`config.mk`:
```
export PLATFORM = sky130hd
export DESIGN_NAME = seg7_scan_driver
export DESIGN_NICKNAME = d
export VERILOG_FILES = /design/src/rtl/seg7_pkg.sv /design/src/rtl/hex7_glyph.sv /design/src/rtl/seg7_scan_driver.sv
export SDC_FILE = /design/constraint.sdc
export NUM_CORES = 1
export LEC_CHECK = 0
export CORE_MARGIN = 2
export CORE_UTILIZATION = 49
export CTS_CLUSTER_SIZE = 12
export DETAILED_ROUTE_END_ITERATION = 7
export GPL_TIMING_DRIVEN = 0
export PLACE_DENSITY_LB_ADDON = 0.3
export SLEW_MARGIN = 20
export SYNTH_ARGS = -nofsm -noshare
export SYNTH_HDL_FRONTEND = slang
export SYNTH_SLANG_ARGS = --single-unit
```
`constraint.sdc`:
```
create_clock -name clk -period 2.4 [get_ports clk]
set_input_delay 0.36 -clock clk [delete_from_list [all_inputs] [get_ports clk]]
set_output_delay 0.36 -clock clk [all_outputs]
set_load 0.02 [all_outputs]
```
`src/rtl/seg7_pkg.sv`:
```
`default_nettype none
// ============================================================================
//  Module      : seg7_pkg
//  Description : Shared 7-segment glyph table, segment bit positions and
//                nibble-to-glyph lookup function (active-high, {g,f,e,d,c,b,a}).
//  Revision    : 1.0  initial release
// ============================================================================
package seg7_pkg;

    typedef logic [6:0] seg7_t;

    // Bit positions within a seg7_t word
    localparam int unsigned c_seg_a = 0;
    localparam int unsigned c_seg_b = 1;
    localparam int unsigned c_seg_c = 2;
    localparam int unsigned c_seg_d = 3;
    localparam int unsigned c_seg_e = 4;
    localparam int unsigned c_seg_f = 5;
    localparam int unsigned c_seg_g = 6;

    // Entry 15 is leftmost: F, E, d, C, b, A, 9, 8, 7, 6, 5, 4, 3, 2, 1, 0
    localparam logic [15:0][6:0] c_glyph = {
        7'h71, 7'h79, 7'h5E, 7'h39, 7'h7C, 7'h77, 7'h6F, 7'h7F,
        7'h07, 7'h7D, 7'h6D, 7'h66, 7'h4F, 7'h5B, 7'h06, 7'h3F
    };

    function automatic seg7_t seg7_glyph(input logic [3:0] nibble);
        return c_glyph[nibble];
    endfunction

endpackage
`default_nettype wire

```
`src/rtl/hex7_glyph.sv`:
```
`default_nettype none
// ============================================================================
//  Module      : hex7_glyph
//  Description : Combinational hex nibble to 7-segment glyph (active-high).
//  Revision    : 1.0  initial release
// ============================================================================
module hex7_glyph
    import seg7_pkg::*;
(
    input  logic [3:0] nibble,
    output logic [6:0] glyph
);

    assign glyph = seg7_glyph(nibble);

endmodule
`default_nettype wire

```
`src/rtl/seg7_scan_driver.sv`:
```
`default_nettype none
// ============================================================================
//  Module      : seg7_scan_driver
//  Description : Time-multiplexed N-digit 7-segment driver with prescaler,
//                dead time, leading-zero blanking and frame-coherent capture.
//  Revision    : 1.0  initial release
// ============================================================================
module seg7_scan_driver
    import seg7_pkg::*;
#(
    parameter int NDIGITS     = 4,
    parameter int SCAN_DIV    = 50000,
    parameter int DEAD        = 2,
    parameter int SEG_ACT_LOW = 1,
    parameter int AN_ACT_LOW  = 1
) (
    input  logic                   clk,
    input  logic                   reset,
    input  logic                   enable,
    input  logic                   blank_lz,
    input  logic [4*NDIGITS-1:0]   value,
    input  logic [NDIGITS-1:0]     dp_in,
    output logic [6:0]             seg,
    output logic                   dp,
    output logic [NDIGITS-1:0]     an,
    output logic                   frame_tick
);

    localparam int c_pre_w = (SCAN_DIV > 1) ? $clog2(SCAN_DIV) : 1;
    localparam int c_idx_w = (NDIGITS > 1) ? $clog2(NDIGITS) : 1;

    localparam logic [c_pre_w-1:0] c_pre_last = c_pre_w'(SCAN_DIV - 1);
    localparam logic [c_pre_w-1:0] c_dead     = c_pre_w'(DEAD);
    localparam logic [c_idx_w-1:0] c_idx_last = c_idx_w'(NDIGITS - 1);

    // "Off" patterns double as XOR masks that apply the pin polarity
    localparam logic [6:0]         c_seg_off = (SEG_ACT_LOW != 0) ? 7'h7F : 7'h00;
    localparam logic               c_dp_off  = (SEG_ACT_LOW != 0);
    localparam logic [NDIGITS-1:0] c_an_off  = (AN_ACT_LOW != 0) ? {NDIGITS{1'b1}}
                                                                 : {NDIGITS{1'b0}};

    logic [c_pre_w-1:0]   r_pre;
    logic [c_idx_w-1:0]   r_idx;
    logic [4*NDIGITS-1:0] r_shadow_val;
    logic [NDIGITS-1:0]   r_shadow_dp;
    logic [6:0]           r_seg;
    logic                 r_dp;
    logic [NDIGITS-1:0]   r_an;
    logic                 r_frame_tick;

    logic                 w_snap;
    logic                 w_pre_wrap;
    logic                 w_dead;
    logic                 w_lit;
    logic [3:0]           w_nibble;
    logic                 w_dp_sel;
    logic                 w_cur_blank;
    logic [NDIGITS-1:0]   w_onehot;
    logic [6:0]           w_glyph;

    assign w_snap     = (r_pre == '0) && (r_idx == '0);
    assign w_pre_wrap = (r_pre == c_pre_last);
    assign w_dead     = (r_pre < c_dead);

    // Digit select and blanking: walk from the MSD down, tracking whether
    // every shadow nibble seen so far is zero.
    always_comb begin
        logic v_zero_run;
        v_zero_run  = 1'b1;
        w_nibble    = 4'h0;
        w_dp_sel    = 1'b0;
        w_cur_blank = 1'b0;
        w_onehot    = '0;
        for (int i = NDIGITS - 1; i >= 0; i--) begin
            v_zero_run = v_zero_run && (r_shadow_val[4*i +: 4] == 4'h0);
            if (r_idx == c_idx_w'(i)) begin
                w_nibble    = r_shadow_val[4*i +: 4];
                w_dp_sel    = r_shadow_dp[i];
                w_onehot[i] = 1'b1;
                w_cur_blank = (i > 0) && blank_lz && v_zero_run;
            end
        end
    end

    hex7_glyph u_glyph (
        .nibble (w_nibble),
        .glyph  (w_glyph)
    );

    assign w_lit = enable && !w_dead && !w_cur_blank;

    always_ff @(posedge clk or posedge reset) begin
        if (reset) begin
            r_pre        <= '0;
            r_idx        <= '0;
            r_shadow_val <= '0;
            r_shadow_dp  <= '0;
            r_seg        <= c_seg_off;
            r_dp         <= c_dp_off;
            r_an         <= c_an_off;
            r_frame_tick <= 1'b0;
        end else begin
            r_pre <= w_pre_wrap ? '0 : r_pre + 1'b1;
            if (w_pre_wrap) begin
                r_idx <= (r_idx == c_idx_last) ? '0 : r_idx + 1'b1;
            end
            if (w_snap) begin
                r_shadow_val <= value;
                r_shadow_dp  <= dp_in;
            end
            r_frame_tick <= w_snap;
            r_seg        <= (w_lit ? w_glyph  : 7'h00) ^ c_seg_off;
            r_dp         <= (w_lit ? w_dp_sel : 1'b0)  ^ c_dp_off;
            r_an         <= (w_lit ? w_onehot : '0)    ^ c_an_off;
        end
    end

    assign seg        = r_seg;
    assign dp         = r_dp;
    assign an         = r_an;
    assign frame_tick = r_frame_tick;

endmodule
`default_nettype wire

```
# --- Word-level counts from Yosys, hierarchy flattened ---
# Memory sizes are Yosys's and may differ from the RTL's.
# Cells that the tools add are included.
classes:
  muxes: 22
  reduce_logical: 15
  add_sub_neg: 2
  n_eq_ne: 4
  order_cmp: 2
  bitwise: 3
op_table:
  columns: ["operator", "count"]
  rows:
  - ["4-bit two-way mux", 5]
  - ["16-bit by 1-bit adder with 16-bit output (second input constant)", 1]
  - ["16-bit equality test (second input constant)", 1]
  - ["16-bit zero test", 1]
  - ["16-bit by 2-bit less-than comparator with 1-bit output (second input constant)", 1]
  - ["16-bit two-way mux", 1]
  - ["7-bit two-way mux", 2]
  - ["1-bit two-way mux", 13]
  - ["4-bit zero test", 3]
  - ["1-bit logical AND", 8]
  - ["7-bit inverter", 1]
  - ["4-bit by 5-bit less-than comparator with 1-bit output (second input constant)", 1]
  - ["2-bit equality test (second input constant)", 2]
  - ["4-bit inverter", 1]
  - ["2-bit by 1-bit adder with 2-bit output (second input constant)", 1]
  - ["2-bit by 1-bit equality test with 1-bit output (second input constant)", 1]
  - ["1-bit zero test", 2]
  - ["2-bit zero test", 1]
  - ["2-bit two-way mux", 1]
  - ["1-bit inverter", 1]
word_totals:
  wordCells: 57
  ff_bits: 51
  output_inout_bits: 13
  n_memories: 1
  mem_bits_ro: 112
  in_bits: 24
mem_list:
  columns: ["memory", "depth", "width", "read_ports", "rd_clocked_by_memory_dff", "write_ports", "line", "text"]
  rows:
  - ["(name not given)", 16, 7, 1, 0, 0, "seg7_pkg.sv:28", "return c_glyph[nibble];"]

# --- Longest topological paths before layout ---
logic_depth:
  depth_word: 10
  mapped_depth: 11
  ltp_nobuf: 10

# --- Cells and area by module ---
# Synthesis repeated with hierarchy kept, for this count alone.
unflattened:
  cells_unflattened: 237
  hier_area_um2: 2737.6
modules_own_cells:
  columns: ["mod", "seq_area_each_um2", "instances", "area_each_um2", "cells_each"]
  rows:
  - ["seg7_scan_driver", 1291.2, 1, 2454.9, 204]
  - ["hex7_glyph", 0.0, 1, 282.8, 33]

# --- Least setup slack after synthesis ---
# No wires, ideal clock.
synth_timing:
  path_kind: "reg-to-reg"
  from: "register r_idx[0]"
  to: "register r_seg[3] (netlist: seg[3])"
  path_stages_with_launch: 12
  path_buffers: 1
  required_time_ns: 2.340
  arrival_ns: 2.259
  slack_ns: 0.080
  period_less_slack_ns: 2.320
  setup_ns: 0.060
  path_cell_list: "dfrtp_1 > inv_1 > ha_1 > buf_6 > and2b_2 > a221o_2 > a22o_1 > inv_1 > ha_1 > mux2i_1 > mux2_2 > nand2_1"
synth_via:
  elab_chain_cells: 9
  elab_cells_between_ends: 18
  classes_between: "3 x eq/ne; 10 x mux; 1 x bitwise; 3 x reduce/logical; 1 x memory"
synth_lines:
  columns: ["item", "line", "text"]
  rows:
  - ["start: declaration", "seg7_scan_driver.sv:43", "logic [c_idx_w-1:0] r_idx;"]
  - ["start signal: assignment", "seg7_scan_driver.sv:105", "r_idx <= (r_idx == c_idx_last) ? '0 : r_idx + 1'b1;"]
  - ["2-bit equality test", "seg7_scan_driver.sv:76", "if (r_idx == c_idx_w'(i)) begin"]
  - ["4-bit two-way mux or 1-bit two-way mux (tied branches) (4 in a row)", "seg7_scan_driver.sv:76", null]
  - ["memory 16 x 7 bit or 1-bit zero test (tied branches)", null, null]
  - ["7-bit two-way mux (implied by the code) or 1-bit logical AND (tied branches)", "seg7_pkg.sv:28, seg7_scan_driver.sv:90", null]
  - ["7-bit two-way mux (*)", "seg7_scan_driver.sv:112", "r_seg <= (w_lit ? w_glyph : 7'h00) ^ c_seg_off;"]
  - ["7-bit inverter (no source line) (*)", null, null]
  - ["end signal: assignment", "seg7_scan_driver.sv:98", "r_seg <= c_seg_off;"]
  - ["end signal: assignment", "seg7_scan_driver.sv:112", null]
  - ["end: declaration", "seg7_scan_driver.sv:46", "logic [6:0] r_seg;"]
# Mark *: on every way between the ends. The rest lies on a longest branch, timed or not. The select of a mux whose other input is x is not followed.
# A chain may end at the register's enable or synchronous reset.

# --- Worst setup path after layout ---
# Same ends and word-level chain as after synthesis.

==> metrics.md <==
| Metric | Value |
|---|---|
| TritonCTS Sinks | 51 |
| R2r endpoint | seg[3] |
| Vias per cell | 5.32 |
| Final Hold Fails | 0 |
| CTS Buf Count | 5 |
| Worst Path Buf+Inv | 1 |
| Num ports | 37 |
| Clk slew on worst S/H paths | 0.09 ns |
| Most numerous cell in the Yosys netlist | dfrtp_1 |
| Startpoint types | register |
| Largest delay contributor family on the critical path | compound AO/OA/AOI/OAI gates |
| CP max-delay cell | dfrtp_1 |
| Post-synth cell types | 52 |
| Gate Count Post-Synth | 225 |
| # hold bufs at CTS | 0 |
| Peak VDD IR | 0.362 mV |
| FMAX | 424 MHz |
| Tcrit/Tclk final | 98.2% |
| Largest net degree at the start of global routing | 29 |
| Post-Route WL | 5130 um |
| Global route overflow | 0 |
| Unrepaired setup endpoints after global routing | true |
| Reg2reg path depth | 9 |
| Share of the synthesized area in the top cell type | 37.6% |
| Arr. time, crit path | 2.61 ns |
| HP Class | in2async |
| Die footprint | 0.00589 mm^2 |
| Critical Path RT | 2.65 ns |
| Asr flop ratio synth | 100% |
| Number of inserted diodes | 0 |
| Pleak | 0.00141 uW |
| First-pass GRT wire length | 8850 um |
| Slew headroom | 64.9% |
| # setup viols final | 0 |
| Design Area, Final | 0.00328 mm^2 |
| Die Wd | 76.7 um |
| GRT Resource Usage Total | 18.9% |
| CTS Buffer Depth | 2 |
| Initial antenna violation count | 0 |
| Actual slew at the worst max-slew pin | 0.521 ns |
| Largest area contributor in the netlist | dfrtp_1 |
| DR iter-0 viols | 116 |
| Final setup TNS | 0 ns |
| Starting Density | 50.8% |
| Fin cells | 350 |
| Core Rows | 26 |
| Synthesized area per cell | 11.5 um^2 |
| HPWL Detailed | 3650 um |
| TritonCTS clock tree | yes |
| Power per cell area | 478 mW/mm^2 |
| Die span in y | 76.7 um |
| Nets | 316 |
| Post-synthesis sequential area ratio | 49.8% |
| DRT Pass-1 Iters | 6 |
| Leading cell types by count after synthesis | dfrtp_1 (39), nand2_1 (20), mux2_2 (19), nor2_1 (16), ha_1 (13) |
| Outcome | complete, no violations |
| Layout area overhead | 26.5% |
| CP max stage delay | 0.41 ns |
| Synth Cell Area | 0.00259 mm^2 |
| Clock latency at the later pin of the worst-skew pair | 0.30 ns |
| Routed Antenna Nets | 0 |
| Seq cells post-synth | 51 |
| Number of global-route vias before repair | 1895 |
| Post-synth EDFFs | 0 |
| H-tree depth | 2 |
| R2r startpoint | r_idx[0] |
| Crit path time final | 2.36 ns |
| CTS root buf | clkbuf_8 |
| Final GP Congestion | 0.797 |
| Synth warn | 0 |
| Syn Nets | 262 |
| Reg2Reg Setup Slack | 0.04 ns |
| Critical path endpoint category | register |
| Remaining DRCs | 0 |
| CP Class | reg2reg |
| # port buffers | 36 |
| DP Cell Count | 332 |
| Core area | 0.00511 mm^2 |
| Post-DP Area | 0.00306 mm^2 |
| Max Slew Vio Count | 0 |
| CP cell instances | buf_4, ha_1, and2b_2, a221o_2, a22o_4, ha_4, mux2i_1, mux2_4, nand2_2 |
| Via count | 1861 |
| Synth top area cells | dfrtp_1 (38%), dfstp_2 (12%), mux2_2 (8.3%) |
| Wire per inst | 14.7 um |
| Max cap viols | 0 |
| Layout fillers | 416 |
| Max Clock Skew | 0.00340 ns |
| Post-synth top flop | dfrtp_1 |
| Fraction of layout cells with a size suffix above 1 | 28.2% |
| Worst Path Max Fanout | 6 |
cell type report:
cell class / instances / area (um^2) / area share (%)
repair buffers: 47 / 455 / 13.9
clock buffers: 8 / 80.1 / 2.44
flip-flops and latches: 51 / 1290 / 39.4
multi-input cells: 156 / 1250 / 38.1
well taps: 70 / 87.6 / 2.67
inverters: 10 / 37.5 / 1.14
plain buffers: 8 / 76.3 / 2.33
placed cells by master, fill, tap and decap left out, drive strengths merged, types with 2 or more instances in the layout:
cell type and instances:
dfrtp 39, clkdlybuf4s50 36, nand2 20, mux2 19
buf 18, nor2 17, ha 13, dfstp 12
nand3 10, inv 10, xor2 9, clkbuf 9
o21ai 7, nor3 6, mux2i 6, xnor2 5
nor4 5, a21oi 4, nand4 3, o221ai 3
or2b 2, nor2b 2, a221o 2, a211o 2
what timing repair did:
item / CTS / global route
setup endpoints to repair: 4 / 4
setup buffers: 3 / 7
gates resized for setup: 7 / 9
pin swaps: 1 / 6
power by group:
part	internal, uW	total, uW	leakage [uW]	switching (uW)
registers	895	910	0.000609	14.8
clock network	208	480	0.0000395	273
logic	99.1	179	0.000758	80.1
per-stage QoR:
| stage | worst slack (ns) | total power, uW | hold WS, ns | util, % |
|---|---|---|---|---|
| floorplan | 0.0805 | 1010 | 0.439 | - |
| global route | -0.0214 | 1630 | 0.456 | 64.2 |
| finish | 0.0427 | 1570 | 0.420 | 64.2 |
| global placement | -0.155 | 1090 | 0.485 | 59.5 |
| CTS | -0.0000784 | 1580 | 0.434 | 62.6 |
| detailed placement | -0.170 | 1100 | 0.488 | 59.9 |
state kept, by name, indices dropped and copies added (netlist names):
signal        flops
an                4
dp                1
frame_tick        1
r_idx             2
r_pre            16
r_shadow_dp       4
r_shadow_val     16
seg               7
per-layer routing:
layer / GRT usage (%) / part of all wire, % / wire [um]
met1: 25.6 / 48 / 2460
met3: 2.94 / 2.9 / 151
met4: 7.64 / 1.5 / 77
met2: 30.5 / 48 / 2440
met5: 0 / 0 / 0
worst max-delay path by stage:
stage / startpoint / end / slack, ns / depth (start not counted)
final: r_idx[0] / seg[3] / 0.04 / 9
after global routing: r_idx[0] / seg[3] / -0.02 / 10
after CTS: r_idx[0] / seg[3] / -0.00008 / 11
after detailed placement: r_idx[0] / seg[3] / -0.17 / 11
after global placement: reset / r_shadow_val[9] / -0.16 / 2
after floorplan: r_idx[0] / seg[3] / 0.08 / 11
kinds of logic (layout without fill, tap and decap cells):
group	Yosys count	after routing	share of synthesized area, %
multiplexers	25	25	10.6
AO/OA/AOI/OAI	28	28	8.54
XOR/XNOR	14	14	4.73
buffers and inverters	18	73	4.39
flip-flops	51	51	49.8
AND/OR/NAND/NOR	76	76	15.7
adder cells (fa/ha/maj)	13	13	6.27
No activity file was read; power rests on OpenSTA's default activity.
